## src/rtl/freq_meter_pkg.sv

```systemverilog
// Shared definitions for the frequency-meter slice: BCD digit geometry,
// default sizing and the gate-controller phase encoding.
package freq_meter_pkg;

    localparam int unsigned BCD_W               = 4;
    localparam logic [BCD_W-1:0] BCD_MAX        = 4'd9;
    localparam int unsigned DEFAULT_DIGITS      = 4;
    localparam int unsigned DEFAULT_SYNC_STAGES = 2;

    // Phase encoding driven by the 1 Hz gate controller.
    typedef enum logic [1:0] {
        GATE_CLEAR = 2'd0,
        GATE_COUNT = 2'd1,
        GATE_LATCH = 2'd2
    } gate_phase_e;

    function automatic logic is_max(input logic [BCD_W-1:0] d);
        return d == BCD_MAX;
    endfunction

endpackage

```

## src/rtl/bcd_digit.sv

```systemverilog
// One BCD decade: synchronous clear, increment on inc_in, carry when
// incrementing from 9.
module bcd_digit
    import freq_meter_pkg::*;
(
    input  logic             clk,
    input  logic             reset,
    input  logic             clr,
    input  logic             inc_in,
    output logic [BCD_W-1:0] digit,
    output logic             carry_out
);

    always_ff @(posedge clk) begin
        if (!reset) begin
            digit <= '0;
        end else if (clr) begin
            digit <= '0;
        end else if (inc_in) begin
            digit <= is_max(digit) ? '0 : digit + 1'b1;
        end
    end

    assign carry_out = inc_in & is_max(digit);

endmodule

```

## src/rtl/freq_count_latch.sv

```systemverilog
// Frequency-meter counter/latch: synchronises sig_in and the gate phases,
// counts sig_in rising edges in saturating BCD, latches on lock rise.
module freq_count_latch
    import freq_meter_pkg::*;
#(
    parameter int unsigned DIGITS      = DEFAULT_DIGITS,
    parameter int unsigned SYNC_STAGES = DEFAULT_SYNC_STAGES
) (
    input  logic                    clk,
    input  logic                    reset,
    input  logic                    sig_in,
    input  logic                    enable,
    input  logic                    cnt_clr_n,
    input  logic                    lock,
    output logic [BCD_W*DIGITS-1:0] bcd_out,
    output logic                    overflow_out,
    output logic                    valid
);

    localparam int unsigned CW = BCD_W * DIGITS;

    // Synchroniser lanes: {lock, cnt_clr_n, enable, sig_in}
    logic [3:0]    sync_q [SYNC_STAGES];
    logic [3:0]    sync_s;
    logic          sig_d;
    logic          lock_d;
    logic [1:0]    warm;
    logic          armed;
    logic          sig_rise;
    logic          lock_rise;
    logic          clr;
    logic          inc_req;
    logic          all_nines;
    logic [DIGITS:0] carry;
    logic [CW-1:0] count;
    logic          ovf;

    assign sync_s = sync_q[SYNC_STAGES-1];

    always_ff @(posedge clk) begin
        if (!reset) begin
            for (int unsigned i = 0; i < SYNC_STAGES; i++) begin
                sync_q[i] <= '0;
            end
            sig_d  <= 1'b0;
            lock_d <= 1'b0;
            warm   <= '0;
        end else begin
            sync_q[0] <= {lock, cnt_clr_n, enable, sig_in};
            for (int unsigned i = 1; i < SYNC_STAGES; i++) begin
                sync_q[i] <= sync_q[i-1];
            end
            sig_d  <= sync_s[0];
            lock_d <= sync_s[3];
            if (warm != 2'd3) begin
                warm <= warm + 2'd1;
            end
        end
    end

    // Edges are ignored until the delayed copies have caught up after reset.
    assign armed     = (warm == 2'd3);
    assign sig_rise  = armed & sync_s[0] & ~sig_d;
    assign lock_rise = armed & sync_s[3] & ~lock_d;
    assign clr       = ~sync_s[2];
    assign inc_req   = sync_s[1] & sig_rise;

    always_comb begin
        all_nines = 1'b1;
        for (int unsigned d = 0; d < DIGITS; d++) begin
            all_nines = all_nines & is_max(count[d*BCD_W +: BCD_W]);
        end
    end

    // Increment is withheld at all-9s so the count saturates instead of wrapping.
    assign carry[0] = inc_req & ~all_nines;

    for (genvar g = 0; g < DIGITS; g++) begin : g_digit
        bcd_digit u_digit (
            .clk       (clk),
            .reset     (reset),
            .clr       (clr),
            .inc_in    (carry[g]),
            .digit     (count[g*BCD_W +: BCD_W]),
            .carry_out (carry[g+1])
        );
    end

    always_ff @(posedge clk) begin
        if (!reset) begin
            ovf <= 1'b0;
        end else if (clr) begin
            ovf <= 1'b0;
        end else if ((inc_req & all_nines) | carry[DIGITS]) begin
            ovf <= 1'b1;
        end
    end

    // Register reads count/ovf before this edge's update, so a coincident
    // increment or clear is not captured.
    always_ff @(posedge clk) begin
        if (!reset) begin
            bcd_out      <= '0;
            overflow_out <= 1'b0;
            valid        <= 1'b0;
        end else begin
            valid <= lock_rise;
            if (lock_rise) begin
                bcd_out      <= count;
                overflow_out <= ovf;
            end
        end
    end

endmodule

```

## config.mk

```make
export PLATFORM = sky130hd
export DESIGN_NAME = freq_count_latch
export DESIGN_NICKNAME = d
export VERILOG_FILES = /design/src/rtl/freq_meter_pkg.sv /design/src/rtl/bcd_digit.sv /design/src/rtl/freq_count_latch.sv
export SDC_FILE = /design/constraint.sdc
export NUM_CORES = 1
export LEC_CHECK = 0
export CAP_MARGIN = 15
export CORE_MARGIN = 8
export CORE_UTILIZATION = 50
export DETAILED_ROUTE_END_ITERATION = 12
export PLACE_DENSITY = 0.73
export SKIP_LAST_GASP = 1
export SYNTH_ARGS = -nofsm -noshare
export SYNTH_HDL_FRONTEND = slang
export SYNTH_SLANG_ARGS = --single-unit
```

## constraint.sdc

```tcl
create_clock -name clk -period 4.1 [get_ports clk]
set_clock_uncertainty 0.2 [all_clocks]
set_input_delay 0.615 -clock clk [delete_from_list [all_inputs] [get_ports clk]]
set_output_delay 0.615 -clock clk [all_outputs]
set_load 0.05 [all_outputs]
```

==> summary.txt, run 1 <==
Timing
  • Final Hold Viols: 0
  • Rel. slew slack: 0.456
  • Finish-stage setup viols: 0
  • Post-route setup TNS: 0 ps
  • Worst slew pin tran: 814 ps
  • RSZ-0062 raised after global routing: false
  • Fin Hold WS: 236 ps
  • Crit path time final: around 2500 ps
  • PnR worst setup slack: around 1600 ps
  • Final cycle utilization of the critical path: 0.611
  • Peak Freq: 399 MHz
  • Max-slew violations: 0

Critical path
  • CP cell instances: clkdlybuf4s50_1, nand2_1, o41ai_1
  • Crit path from: reset
  • Req. time, crit path: 4100 ps
  • Setup crit start kind: primary input
  • RR Endpoint: g_digit[2].u_digit.digit[3]
  • Critical path's largest stage delay: 1000 ps
  • Worst setup path class: in -> reg
  • Setup crit end kind: register
  • End point of the critical path: g_digit[3].u_digit.digit[0]
  • Crit Reg-Reg Startpoint: warm[0]
  • R2R depth: 5
  • Flop2flop setup slack: around 1800 ps
  • Crit-path max FO: 32
  • Arrival time of the worst setup path: ~2500 ps
  • Slowest cell on crit path: clkdlybuf4s50_1

Route
  • WL met2: 1.54 mm
  • DR top layer: met4
  • Post-DR wirelength/cell: ~13 um
  • Post-DRT Antenna Nets: 0
  • Vias: 1460
  • Routed Wire Length: 3.56 mm
  • Vias per inst: 5.21
  • Wl on met1: between 1.5 and 2 mm
  • DR iter-0 viols: 51
  • WL met3: 187 um
  • Drt first pass iters: 4
  • DR DRC count: 0

Yosys
  • Synth cell count leaders: dfxtp_1 (47), nand2_1 (45), a21boi_0 (17)
  • Syn_nets: about 220
  • Top post-synthesis cells by area: dfxtp_1 (49%), nand2_1 (8.7%), a21boi_0 (6.6%)
  • Post-synth top area cell: dfxtp_1
  • Post-Syn Instances: 211
  • Mean area per synthesized cell: 9.16 um^2
  • Post-Syn Area: 1930 um^2
  • Ys Warns: 0
  • Ys async rst share: 0
  • Top_reg_cell synth: dfxtp_1
  • Number of synthesized flops with an enable pin: 0
  • Synth top area share: 0.487
  • Synth unique cells: 44
  • Most common cell in the netlist: dfxtp_1
  • Register bit total from synthesis: 47
  • Seq/Total Area, Yosys: 0.487

Die
  • Num rows: 22
  • Die area: between 6000 and 7000 um^2
  • Die Y: 78.2 um
  • Chip Width: 78.2 um
  • Core area: between 3000 and 4000 um^2
  • IO Pins: 24
  • Initial core utilization: 0.524

CTS
  • Post-CTS Repair Setup Buffers: 0
  • Hold Buf Count CTS: 0
  • Longest Clk Path Bufs: 2
  • CTS tree: done
  • CTS Root Cell: clkbuf_8
  • # clock sinks: 47
  • TritonCTS buffer count: 5
  • Post_cts resized: 0
  • CTS H-tree depth: 2
  • Latest clock arrival within the worst-skew pair: 300 ps
  • Clock transition at the registers of the reported paths: 80 ps

Layout
  • Final non-filler cell total: 280
  • Area growth, synth to finish: 17.3%
  • Layout cells sized above 1: 0.0603
  • N_diodes: 0
  • Final Cell Area: 2270 um^2
  • Fin nets: ~240

Global routing
  • Gr usage total: 0.123
  • Total gr overflow: 0
  • Vias in the first global route: between 1000 and 1500
  • Initial antenna violation count: 0
  • First-pass GRT wire length: 6.18 mm
  • Largest net degree at the start of global routing: 33

Placement
  • Cells after DPL: between 200 and 300
  • Area after DPL: 2170 um^2
  • DP HPWL: approximately 2.5 mm
  • Routability cong.: 0.738
  • DP Worst Slack: about 1200 ps
  • Buffers added on ports: 23

Worst hold path
  • Hold Crit Class: reg -> reg
  • Hold Startpoint: sync_q[0][1]

Status
  • Status: finished, final reports clean

Power and ir drop
  • P_leak: 0.735 nW
  • Worst VDD drop: between 0.0002 and 0.0003 V
  • PD cells: 337 nW/um^2

Run
  • Max-cap viol count: 0
==> cell type report <==
type	instances	area (um^2)
multi-input cells	148	920
flip-flops and latches	47	941
inverters	5	18.8
repair buffers	24	241
clock buffers	6	72.6
well taps	48	60.1
clock inverters	2	12.5
fillers	337	1420
==> kinds of logic (layout without fill, tap and decap cells) <==
group / after synthesis / in the layout / share of synthesized area
and+or+nand+nor: 95 / 95 / 0.279
AOI/OAI and AO/OA: 47 / 47 / 0.167
DFF: 47 / 47 / 0.487
buffers and inverters: 16 / 37 / 0.0369
xor gates and xnor gates: 3 / 3 / 0.0136
muxes: 2 / 2 / 0.0104
adders and majority gates: 1 / 1 / 0.00648
==> stage by stage <==
step	power (mW)	utilization
2_1_floorplan	0.500	-
4_1_cts	0.776	0.611
5_1_grt	0.795	0.614
3_5_place_dp	0.509	0.588
3_3_place_gp	0.508	0.588
6_report	0.764	0.614
==> worst min path at each step <==
| stage | endpoint | slack [ps] | cells after the start |
|---|---|---|---|
| after CTS | sync_q[0][5] | 240 | 1 |
| final | sync_q[0][5] | 240 | 1 |
| after detailed placement | sync_q[0][5] | 220 | 1 |
| after global routing | sync_q[0][6] | 250 | 1 |
| after floorplan | sync_q[0][4] | 210 | 1 |
| after global placement | sync_q[0][4] | 210 | 1 |
==> layer usage <==
metal  global-route usage  vias up
met5                    0        -
met4               0.0444        0
met3               0.0513        6
met2                0.188       25
met1                0.150      664
li1                     -      765
==> worst max-delay path, delay by kind of cell <==
| kind | cells | cell delay [ps] |
|---|---|---|
| simple gates | 1 | 470 |
| buf+inv | 1 | 1000 |
| compound gates | 1 | 420 |
==> flip-flops by register name, summed over array words and instances, names as in the netlist <==
register	cells
bcd_out	16
warm	2
g_digit.u_digit.digit	16
ovf	1
overflow_out	1
lock_d	1
sync_q	8
valid	1
sig_d	1
==> placed cells by master (no fill, tap or decap), types with 2 or more instances in the layout <==
master           synthesis  routed
clkdlybuf4s50_1          0      23
nand2b_1                 3       3
o21ai_0                  5       5
dfxtp_1                 47      47
a211oi_1                 2       2
a21oi_1                  9       9
a31oi_1                  2       2
nand4_1                  3       3
mux2i_1                  2       2
o31ai_1                  2       2
nor2b_1                  4       4
inv_1                    5       5
and2_1                  13      13
xor2_1                   2       2
nand2_1                 45      45
o21ai_1                  2       2
or3_1                    5       5
or3b_1                   2       2
nand3_1                  3       3
nor2_1                   6       6
clkbuf_8                 0       5
a21boi_0                17      17
==> power breakdown <==
part | leakage [nW] | total [mW] | internal [mW] | switching [mW]
Sequential | 0.381 | 0.468 | 0.465 | 0.00369
Combinational | 0.313 | 0.0293 | 0.0164 | 0.0129
Clock | 0.0412 | 0.266 | 0.119 | 0.147
(Power assumes the default switching activity.)
==> inputs of run 2 (changes only) <==
==> constraint.sdc (replaced) <==
create_clock -name clk -period 2.6 [get_ports clk]
set_clock_uncertainty 0.2 [all_clocks]
set_input_delay 0.39 -clock clk [delete_from_list [all_inputs] [get_ports clk]]
set_output_delay 0.39 -clock clk [all_outputs]
set_load 0.05 [all_outputs]
==> run 2 against run 1 <==
  * Die area is the same
  * Register-to-register slack lost 1500 ps
  * Setup slack lost 1300 ps
  * Routed wire length grew 5.8%
  * Final area grew 0.77%
  * Worst hold slack gained 2.7 ps
  * Sequential share of layout area shrank 0.32 points
  * First-iteration DRC count grew 37%
  * Critical path type is now reg -> reg
  * Largest cell class unchanged
==> summary.txt, run 2 (same netlist as run 1, synthesis figures left out) <==
Status
  • Status: finished, final reports clean

CTS
  • Longest Clk Path Bufs: 2
  • Latest clock arrival within the worst-skew pair: 310 ps
  • CTS H-tree depth: 2
  • Post-CTS Repair Setup Buffers: 0
  • CTS tree: done
  • CTS Root Cell: clkbuf_8
  • Clock transition at the registers of the reported paths: 90 ps
  • TritonCTS buffer count: 5
  • Post_cts resized: 0
  • Hold Buf Count CTS: 0
  • # clock sinks: 47

Layout
  • Top Registers: bcd_out x16, g_digit.u_digit.digit x16, sync_q x8
  • Final Cell Area: about 2300 um^2
  • Fin nets: 239
  • Layout cells sized above 1: 0.0687
  • Area growth, synth to finish: 18.2%
  • Commonest non-fill, non-tap cells in the layout: dfxtp_1 (47), nand2_1 (45), clkdlybuf4s50_1 (23)
  • N_diodes: 0
  • Most common cell after layout, fill and taps aside: dfxtp_1

Timing
  • Max-slew violations: 0
  • Finish-stage setup viols: 0
  • Post-route setup TNS: 0 ps
  • Crit path time final: 2320 ps
  • Final Hold Viols: 0
  • RSZ-0062 raised after global routing: false
  • PnR worst setup slack: 279 ps
  • Final cycle utilization of the critical path: 0.893
  • Peak Freq: between 400 and 500 MHz
  • Rel. slew slack: 0.664
  • Worst slew pin tran: a little over 500 ps
  • Fin Hold WS: approximately 240 ps

Die
  • Chip Width: 78.2 um
  • Die area: 6110 um^2
  • IO Pins: 24
  • Num rows: 22
  • Core area: 3690 um^2
  • Initial core utilization: 0.524
  • Die Y: 78.2 um

Power and ir drop
  • Clock power frac: 0.371
  • Worst VDD drop: 0.000272 V
  • P_sw: approximately 0.28 mW
  • Logic gate share of total power: 0.039
  • PD cells: 549 nW/um^2
  • Sequential share of power: 0.590
  • Switching part of the total: 0.221
  • P_leak: around 0.75 nW
  • Overall Power: around 1.3 mW
  • Internal cell power: approximately 0.98 mW

Global routing
  • Vias in the first global route: 1445
  • Top Usage Layer GRT: met2
  • Total gr overflow: 0
  • Met1 GRT Util: 0.150
  • Gr usage total: 0.131
  • Largest net degree at the start of global routing: 31
  • Met3 usage: 0.0433
  • Grt met2 use: 0.206
  • First-pass GRT wire length: 6.46 mm
  • Initial antenna violation count: 0

Route
  • DR iter-0 viols: 70
  • Routed Wire Length: 3.77 mm
  • DR DRC count: 0
  • Vias: 1506
  • Drt first pass iters: 4
  • Post-DRT Antenna Nets: 0
  • Vias per inst: between 5 and 6
  • Post-DR wirelength/cell: around 13 um

Critical path
  • Req. time, crit path: 2600 ps
  • Setup crit start kind: register
  • Crit-path max FO: 10
  • Worst setup path class: reg -> reg
  • CP cell instances: ha_1, and4b_1, nand4_1, o31a_1, o221a_1
  • Flop2flop setup slack: 280 ps
  • Cell family with most CP delay: simple AND/OR/NAND/NOR gates
  • Setup crit end kind: register
  • CP Buf/Inv Count: 0
  • Arrival time of the worst setup path: 2320 ps
  • Slowest cell on crit path: and4b_1
  • RR Endpoint: g_digit[2].u_digit.digit[3]
  • Critical path's largest stage delay: 510 ps
  • R2R depth: 5
  • Crit Reg-Reg Startpoint: warm[0]

Worst hold path
  • Hold Crit Depth: 1
  • Worst Hold End: sync_q[0][6]
  • Hold Startpoint: sync_q[0][2]
  • Hold Crit Class: reg -> reg

Placement
  • DP Worst Slack: 299 ps
  • Routability cong.: 0.811
  • Area after DPL: 2180 um^2
  • Buffers added on ports: 23
  • DP HPWL: between 2 and 3 mm

Run
  • Max-cap viol count: 0
run 2: how the worst max path moves through the flow:
| stage | end | slack (ps) | from | depth (start not counted) |
|---|---|---|---|---|
| after floorplan | g_digit[2].u_digit.digit[3] | 700 | warm[0] | 6 |
| after global routing | g_digit[2].u_digit.digit[3] | 90 | warm[0] | 5 |
| final | g_digit[2].u_digit.digit[3] | 280 | warm[0] | 5 |
| after global placement | g_digit[2].u_digit.digit[3] | 410 | warm[0] | 5 |
| after detailed placement | g_digit[2].u_digit.digit[3] | 300 | warm[0] | 5 |
| after CTS | g_digit[2].u_digit.digit[3] | 270 | warm[0] | 5 |
run 2: cell type report:
cell class	count	area, um^2
flip-flops and latches	47	941
clock buffers	6	82.6
clock inverters	2	16.3
multi-input cells	148	920
repair buffers	25	245
inverters	5	18.8
well taps	48	60.1
fillers	326	1410
run 2: through the flow:
stage | util | std cells
final | 0.619 | 281
after floorplan | - | 211
after detailed placement | 0.592 | 273
after global routing | 0.619 | 281
after global placement | 0.592 | 273
after CTS | 0.619 | 281
run 2: worst register-to-register path, cell delays in order (launching register included):
cell     delay [ps]
dfxtp_1         360
ha_1            240
and4b_1         510
nand4_1         340
o31a_1          320
o221a_1         240
run 2: power groups by stage:
stage	Clock, mW	Combinational (mW)	Sequential [mW]
finish	0.465	0.0487	0.739
global route	0.512	0.0551	0.741
CTS	0.480	0.0495	0.739
detailed placement	0	0.0493	0.756
global placement	0	0.0477	0.755
floorplan	0	0.0333	0.755
run 2: metal layers:
metal	wire length (um)	part of all wire
met1	1800	0.48
met3	199	0.053
met2	1680	0.45
met5	0	0
met4	94	0.025
